<file path="config.mk">
export PLATFORM = sky130hd
export DESIGN_NAME = cpu_test_sequencer_flat
export DESIGN_NICKNAME = d
export VERILOG_FILES = /design/src/rtl/cpu_test_sequencer_if.sv /design/src/rtl/cpu_test_sequencer.sv /design/src/flat_wrapper.sv
export SDC_FILE = /design/constraint.sdc
export NUM_CORES = 1
export LEC_CHECK = 0
export CAP_MARGIN = 20
export CELL_PAD_IN_SITES_DETAIL_PLACEMENT = 0
export CELL_PAD_IN_SITES_GLOBAL_PLACEMENT = 2
export CORE_AREA = 2 2 116 118
export CTS_BUF_LIST = sky130_fd_sc_hd__clkbuf_4 sky130_fd_sc_hd__clkbuf_8
export CTS_CLUSTER_SIZE = 28
export DETAILED_ROUTE_END_ITERATION = 7
export DIE_AREA = 0 0 118 120
export MAX_ROUTING_LAYER = met4
export PLACE_DENSITY = 0.9
export REMOVE_ABC_BUFFERS = 1
export SLEW_MARGIN = 30
export SYNTH_ARGS = -nofsm -noshare
export SYNTH_HDL_FRONTEND = slang
export SYNTH_SLANG_ARGS = --single-unit
export TNS_END_PERCENT = 100
</file>
<file path="constraint.sdc">
create_clock -name clk -period 6.3 [get_ports clk]
set_input_delay 1.26 -clock clk [delete_from_list [all_inputs] [get_ports clk]]
set_output_delay 1.26 -clock clk [all_outputs]
set_load 0.02 [all_outputs]
</file>
<file path="src/rtl/cpu_test_sequencer_if.sv">
// cpu_test_sequencer_if: control, ROM, instruction-memory, debug and status signals of the CPU self-test harness
interface cpu_test_sequencer_if #(
   parameter int ADDR_WIDTH    = 8,
   parameter int DATA_WIDTH    = 16,
   parameter int REG_SEL_WIDTH = 3,
   parameter int CNT_WIDTH     = 16
);
   logic                     start;
   logic [ADDR_WIDTH:0]      prog_len;
   logic [REG_SEL_WIDTH-1:0] check_reg;
   logic [DATA_WIDTH-1:0]    expected;
   logic [ADDR_WIDTH-1:0]    rom_addr;
   logic [DATA_WIDTH-1:0]    rom_data;
   logic                     imem_we;
   logic [ADDR_WIDTH-1:0]    imem_addr;
   logic [DATA_WIDTH-1:0]    imem_wdata;
   logic                     cpu_rst;
   logic                     cpu_halt;
   logic [REG_SEL_WIDTH-1:0] dbg_addr;
   logic [DATA_WIDTH-1:0]    dbg_data;
   logic                     busy;
   logic                     done;
   logic                     pass;
   logic                     timeout;
   logic [CNT_WIDTH-1:0]     cycle_count;
   modport master (
      output start, prog_len, check_reg, expected, rom_data, cpu_halt, dbg_data,
      input  rom_addr, imem_we, imem_addr, imem_wdata, cpu_rst, dbg_addr,
             busy, done, pass, timeout, cycle_count
   );
   modport slave (
      input  start, prog_len, check_reg, expected, rom_data, cpu_halt, dbg_data,
      output rom_addr, imem_we, imem_addr, imem_wdata, cpu_rst, dbg_addr,
             busy, done, pass, timeout, cycle_count
   );
endinterface

</file>
<file path="src/rtl/cpu_test_sequencer.sv">
// cpu_test_sequencer: loads a program into the CPU, runs it to halt or timeout, then checks one register
module cpu_test_sequencer #(
   parameter int ADDR_WIDTH     = 8,
   parameter int DATA_WIDTH     = 16,
   parameter int REG_SEL_WIDTH  = 3,
   parameter int CNT_WIDTH      = 16,
   parameter int TIMEOUT_CYCLES = 1000
) (
   input logic                clk,
   input logic                rst,
   cpu_test_sequencer_if.slave bus
);
   typedef enum logic [2:0] {IDLE, LOAD, RUN, CHK_RD, CHK_CMP, DONE} state_t;
   state_t                   state, state_nxt;
   logic [ADDR_WIDTH:0]      idx, len;
   logic [REG_SEL_WIDTH-1:0] reg_q;
   logic [DATA_WIDTH-1:0]    exp_q;
   logic                     pass_q, timeout_q, accept, run_last, we;
   logic [CNT_WIDTH-1:0]     cnt, cnt_inc;
   assign cnt_inc  = cnt + 1'b1;
   assign accept   = bus.start && (state == IDLE || state == DONE);
   assign run_last = cnt_inc == CNT_WIDTH'(TIMEOUT_CYCLES);
   // state register
   always_ff @(posedge clk or posedge rst)
      if (rst) state <= IDLE;
      else     state <= state_nxt;
   // next-state: LOAD runs len+1 cycles because ROM data trails its address by one cycle
   always_comb begin
      state_nxt = state;
      case (state)
         IDLE, DONE: state_nxt = accept ? LOAD : state;
         LOAD:       state_nxt = (idx == len) ? RUN : LOAD;
         RUN:        state_nxt = bus.cpu_halt ? CHK_RD : (run_last ? DONE : RUN);
         CHK_RD:     state_nxt = CHK_CMP;
         CHK_CMP:    state_nxt = DONE;
         default:    state_nxt = IDLE;
      endcase
   end
   // test parameters, load index, cycle counter and result flags; halt beats timeout in the same cycle
   always_ff @(posedge clk or posedge rst)
      if (rst) begin
         idx       <= '0;
         len       <= '0;
         reg_q     <= '0;
         exp_q     <= '0;
         pass_q    <= 1'b0;
         timeout_q <= 1'b0;
         cnt       <= '0;
      end else begin
         if (accept) begin
            len       <= bus.prog_len[ADDR_WIDTH] ? {1'b1, {ADDR_WIDTH{1'b0}}} : bus.prog_len;
            reg_q     <= bus.check_reg;
            exp_q     <= bus.expected;
            pass_q    <= 1'b0;
            timeout_q <= 1'b0;
            cnt       <= '0;
            idx       <= '0;
         end
         if (state == LOAD) idx <= idx + 1'b1;
         if (state == RUN) begin
            cnt <= cnt_inc;
            if (!bus.cpu_halt && run_last) timeout_q <= 1'b1;
         end
         if (state == CHK_CMP) pass_q <= bus.dbg_data == exp_q;
      end
   assign we              = state == LOAD && idx != '0;
   assign bus.imem_we     = we;
   assign bus.imem_addr   = we ? ADDR_WIDTH'(idx - 1'b1) : '0;
   assign bus.imem_wdata  = we ? bus.rom_data : '0;
   assign bus.rom_addr    = (state == LOAD && idx < len) ? idx[ADDR_WIDTH-1:0] : '0;
   assign bus.cpu_rst     = !(state == RUN || state == CHK_RD || state == CHK_CMP);
   assign bus.dbg_addr    = state == CHK_RD ? reg_q : '0;
   assign bus.busy        = state == LOAD || state == RUN || state == CHK_RD || state == CHK_CMP;
   assign bus.done        = state == DONE;
   assign bus.pass        = pass_q;
   assign bus.timeout     = timeout_q;
   assign bus.cycle_count = cnt;
endmodule

</file>
<file path="src/flat_wrapper.sv">
// flat-port wrapper written by rule: the top's interface ports become plain ports
module cpu_test_sequencer_flat 
#(
   parameter int ADDR_WIDTH     = 8,
   parameter int DATA_WIDTH     = 16,
   parameter int REG_SEL_WIDTH  = 3,
   parameter int CNT_WIDTH      = 16,
   parameter int TIMEOUT_CYCLES = 1000
)
  (clk, rst, bus_start, bus_prog_len, bus_check_reg, bus_expected, bus_rom_data, bus_cpu_halt, bus_dbg_data, bus_rom_addr, bus_imem_we, bus_imem_addr, bus_imem_wdata, bus_cpu_rst, bus_dbg_addr, bus_busy, bus_done, bus_pass, bus_timeout, bus_cycle_count);
  cpu_test_sequencer_if #(.ADDR_WIDTH(ADDR_WIDTH), .DATA_WIDTH(DATA_WIDTH), .REG_SEL_WIDTH(REG_SEL_WIDTH), .CNT_WIDTH(CNT_WIDTH)) bus_i ();
  input logic clk;
  input logic rst;
  input wire logic [$bits(bus_i.start)-1:0] bus_start;
  input wire logic [$bits(bus_i.prog_len)-1:0] bus_prog_len;
  input wire logic [$bits(bus_i.check_reg)-1:0] bus_check_reg;
  input wire logic [$bits(bus_i.expected)-1:0] bus_expected;
  input wire logic [$bits(bus_i.rom_data)-1:0] bus_rom_data;
  input wire logic [$bits(bus_i.cpu_halt)-1:0] bus_cpu_halt;
  input wire logic [$bits(bus_i.dbg_data)-1:0] bus_dbg_data;
  output wire logic [$bits(bus_i.rom_addr)-1:0] bus_rom_addr;
  output wire logic [$bits(bus_i.imem_we)-1:0] bus_imem_we;
  output wire logic [$bits(bus_i.imem_addr)-1:0] bus_imem_addr;
  output wire logic [$bits(bus_i.imem_wdata)-1:0] bus_imem_wdata;
  output wire logic [$bits(bus_i.cpu_rst)-1:0] bus_cpu_rst;
  output wire logic [$bits(bus_i.dbg_addr)-1:0] bus_dbg_addr;
  output wire logic [$bits(bus_i.busy)-1:0] bus_busy;
  output wire logic [$bits(bus_i.done)-1:0] bus_done;
  output wire logic [$bits(bus_i.pass)-1:0] bus_pass;
  output wire logic [$bits(bus_i.timeout)-1:0] bus_timeout;
  output wire logic [$bits(bus_i.cycle_count)-1:0] bus_cycle_count;
  assign bus_i.start = bus_start;
  assign bus_i.prog_len = bus_prog_len;
  assign bus_i.check_reg = bus_check_reg;
  assign bus_i.expected = bus_expected;
  assign bus_i.rom_data = bus_rom_data;
  assign bus_i.cpu_halt = bus_cpu_halt;
  assign bus_i.dbg_data = bus_dbg_data;
  assign bus_rom_addr = bus_i.rom_addr;
  assign bus_imem_we = bus_i.imem_we;
  assign bus_imem_addr = bus_i.imem_addr;
  assign bus_imem_wdata = bus_i.imem_wdata;
  assign bus_cpu_rst = bus_i.cpu_rst;
  assign bus_dbg_addr = bus_i.dbg_addr;
  assign bus_busy = bus_i.busy;
  assign bus_done = bus_i.done;
  assign bus_pass = bus_i.pass;
  assign bus_timeout = bus_i.timeout;
  assign bus_cycle_count = bus_i.cycle_count;
  cpu_test_sequencer #(.ADDR_WIDTH(ADDR_WIDTH), .DATA_WIDTH(DATA_WIDTH), .REG_SEL_WIDTH(REG_SEL_WIDTH), .CNT_WIDTH(CNT_WIDTH), .TIMEOUT_CYCLES(TIMEOUT_CYCLES)) u_core (.clk(clk), .rst(rst), .bus(bus_i));
endmodule
</file>
==> metrics <==
Max Cap Viol 0; register area share after synthesis 39.52%; dominant synthesized flop cell dfrtp_1; most used cell, CP o21a_1; Worst Clk Skew 7.054 ps; sw frac 43.01%; Yosys reg bits 58; die area 14,160 um^2; crit-path max FO 8; Pre-antenna DRT Iters 4; Net Switching 0.0009082 W; synthesized area 3672 um^2; post-CTS setup buffer count 0; DRC 0; number of flops mapped to enable cells by yosys 0; Gate power share 56.1%; fraction of the mapped netlist area in compound gates 11.65%; Synth Area per Inst 8.403 um^2; most frequent cells in the layout clkdlybuf4s50_1, nand2_1, dfrtp_1, o21ai_0, nor2_1; via count 3,407; adder-cell area share of the yosys netlist 4.429%; vias in the first global route 3,451; Reg clk slew, reported paths 70 ps; Detailed Route WL 10,330 um; Die X 118 um; Num CTS Buffers 9; number of vias per cell 4.712; Max Used Layer met4; RSZ-0062 raised after global routing false; core region area 12,980 um^2; post-DP HPWL 7566 um; status completed; clock root cell clkbuf_8; Setup Viol. Count Final 0; cell accounting for the most synthesized area dfrtp_1; Synthesis Warnings 0; final count of hold timing violations 0; Final ANT Viol Nets 0; Post-Synth Simple-Gate Area 30.80%; IO buf count 120; final net count 620; Async S/R FF share, synth 100.0%; GRT Util Overall 15.68%; top cell type's share of synthesized area 39.52%; multiplexer share of the synthesized area 1.090%; HP Class flip-flop to flip-flop; Crit-path slowest cell clkdlybuf4s50_1; Antenna diodes 0; crit path buf inv count 1; Power Internal 0.001204 W; sequential fraction of design power 27.5%; post_cts resized 0; Starting Density 28.29%; share of cells above drive strength 1 6.216%; # IOs 121; VDD IR max 0.1365 mV; max incr delay on CP 620 ps; Worst Setup End Kind primary output; Post-Synth XOR/XNOR Area 6.917%; Clk pwr share 16.4%; minimum clock period 4054 ps; met2 wire length 4931 um; initial antenna violation count 0; cells along the critical path ha_1, nor2b_1, o21a_1, o21a_1, o21ai_0, a21oi_1, nor2_1, clkdlybuf4s50_1; CTS tree yes; worst skew pair latency 340 ps; grt ovf 0; M1 WL 4684 um; CP required 5040 ps; fmax 0.2467 GHz; Synth Instances 437; met3 WL 626 um; largest net degree at the start of global routing 59; static leakage 2.206 nW; # placed instances 708; pwr/cell area 408.6 nW/um^2; crit start category flip-flop; Critical Path AT 2790 ps; area delta synth->final 40.75%; final worst-path cycle share 64.34%; critical path type flip-flop to primary output; post-synth cell types 53; main combinational cell family by area after synthesis simple AND/OR/NAND/NOR gates; relative slew slack 42.11%; worst-margin pin slew 865.1 ps; GPL Wtd Cong 0.8161; fill count 1,342; first-pass GRT wire length 17,370 um; non-filler cells, final 723; final setup TNS 0 ps; DR iter-0 viols 181; clk buf depth 2; htree depth 3; CTS Hold Bufs 0; Wirelength per Cell 14.28 um; Die Y 120 um; commonest non-fill, non-tap cell in the layout clkdlybuf4s50_1; clock sinks 58; Synth area leaders dfrtp_1, nand2_1, o21ai_0, ha_1, xnor2_1; minimum hold slack 471.3 ps; kind of cell adding the most delay to the critical path compound AO/OA/AOI/OAI gates; Max Slew Vio Count 0; Site Rows 42
==> per-stage QoR <==
step	total power (W)	utilization [%]	cell area, um^2	setup slack [ps]
4_1_cts	0.002138	39.82	5169	2254
3_5_place_dp	0.001781	38.34	4976	2558
3_3_place_gp	0.001756	38.28	4969	2538
5_1_grt	0.002280	39.82	5169	2076
6_report	0.002112	39.82	5169	2246
2_1_floorplan	0.001275	-	3527	2066
==> tightest hold or removal path, stage by stage (launching register included) <==
cell	delay [ps]
dfrtp_1	330
nand2_1	50
nand2_1	50
==> kinds of logic (layout without fill, tap and decap cells) <==
kind of cell,count (synthesis),after routing
buffers and inverters,43,153
adders and majority gates,13,13
AOI/OAI and AO/OA,70,70
and+or+nand+nor,220,220
muxes,4,4
xor gates and xnor gates,29,29
DFF,58,58
==> power groups by stage <==
stage / clock network, W / registers [W] / logic [W]
detailed placement: 0 / 0.000588 / 0.00119
global route: 0.000379 / 0.000597 / 0.00130
floorplan: 0 / 0.000564 / 0.000712
finish: 0.000347 / 0.000581 / 0.00118
global placement: 0 / 0.000583 / 0.00117
CTS: 0.000359 / 0.000581 / 0.00120
==> synth_stat cells, drive strengths merged, types with 11 or more instances <==
cell type	count
nand2	87
dfrtp	58
o21ai	38
nor2	34
nand3	21
and2	20
xnor2	18
clkbuf	17
inv	16
ha	13
nand4	13
xor2	11
==> registers in the layout (all words and copies together), names as in the netlist <==
name / count
u_core.exp_q: 16
u_core.bus.timeout: 1
u_core.state: 3
u_core.idx: 9
u_core.len: 9
u_core.reg_q: 3
u_core.bus.pass: 1
u_core.bus.cycle_count: 16
==> metal layers <==
metal,vias to the layer above,GRT usage (%)
li1,1700,-
met1,1596,19.47
met2,105,25.36
met3,6,3.517
met4,0,5.271
met5,-,-
==> path summary, 6_finish.rpt <==
path / startpoint / to / slack [ps] / cells after the start
setup reg to reg: u_core.bus.cycle_count[0] / u_core.state[1] / 3970 / 7
min in group asynchronous: rst / u_core.bus.timeout / 1460 / 3
hold reg to reg: u_core.reg_q[1] / u_core.reg_q[1] / 470 / 2
hold / removal: u_core.reg_q[1] / u_core.reg_q[1] / 470 / 2
setup / recovery: u_core.idx[1] / bus_rom_addr[2] / 2250 / 8
max in group asynchronous: rst / u_core.exp_q[5] / 4340 / 3
==> cell type report <==
type | count | area, um^2 | area share [%]
clock buffer | 12 | 152.6 | 2.953
multi-input combinational | 336 | 2028 | 39.24
timing repair buffer | 122 | 1216 | 23.53
sequential | 58 | 1451 | 28.08
clock inverter | 3 | 40.04 | 0.7746
inverter | 16 | 60.06 | 1.162
tap | 176 | 220.2 | 4.260
No activity file was read; power rests on OpenSTA's default activity.
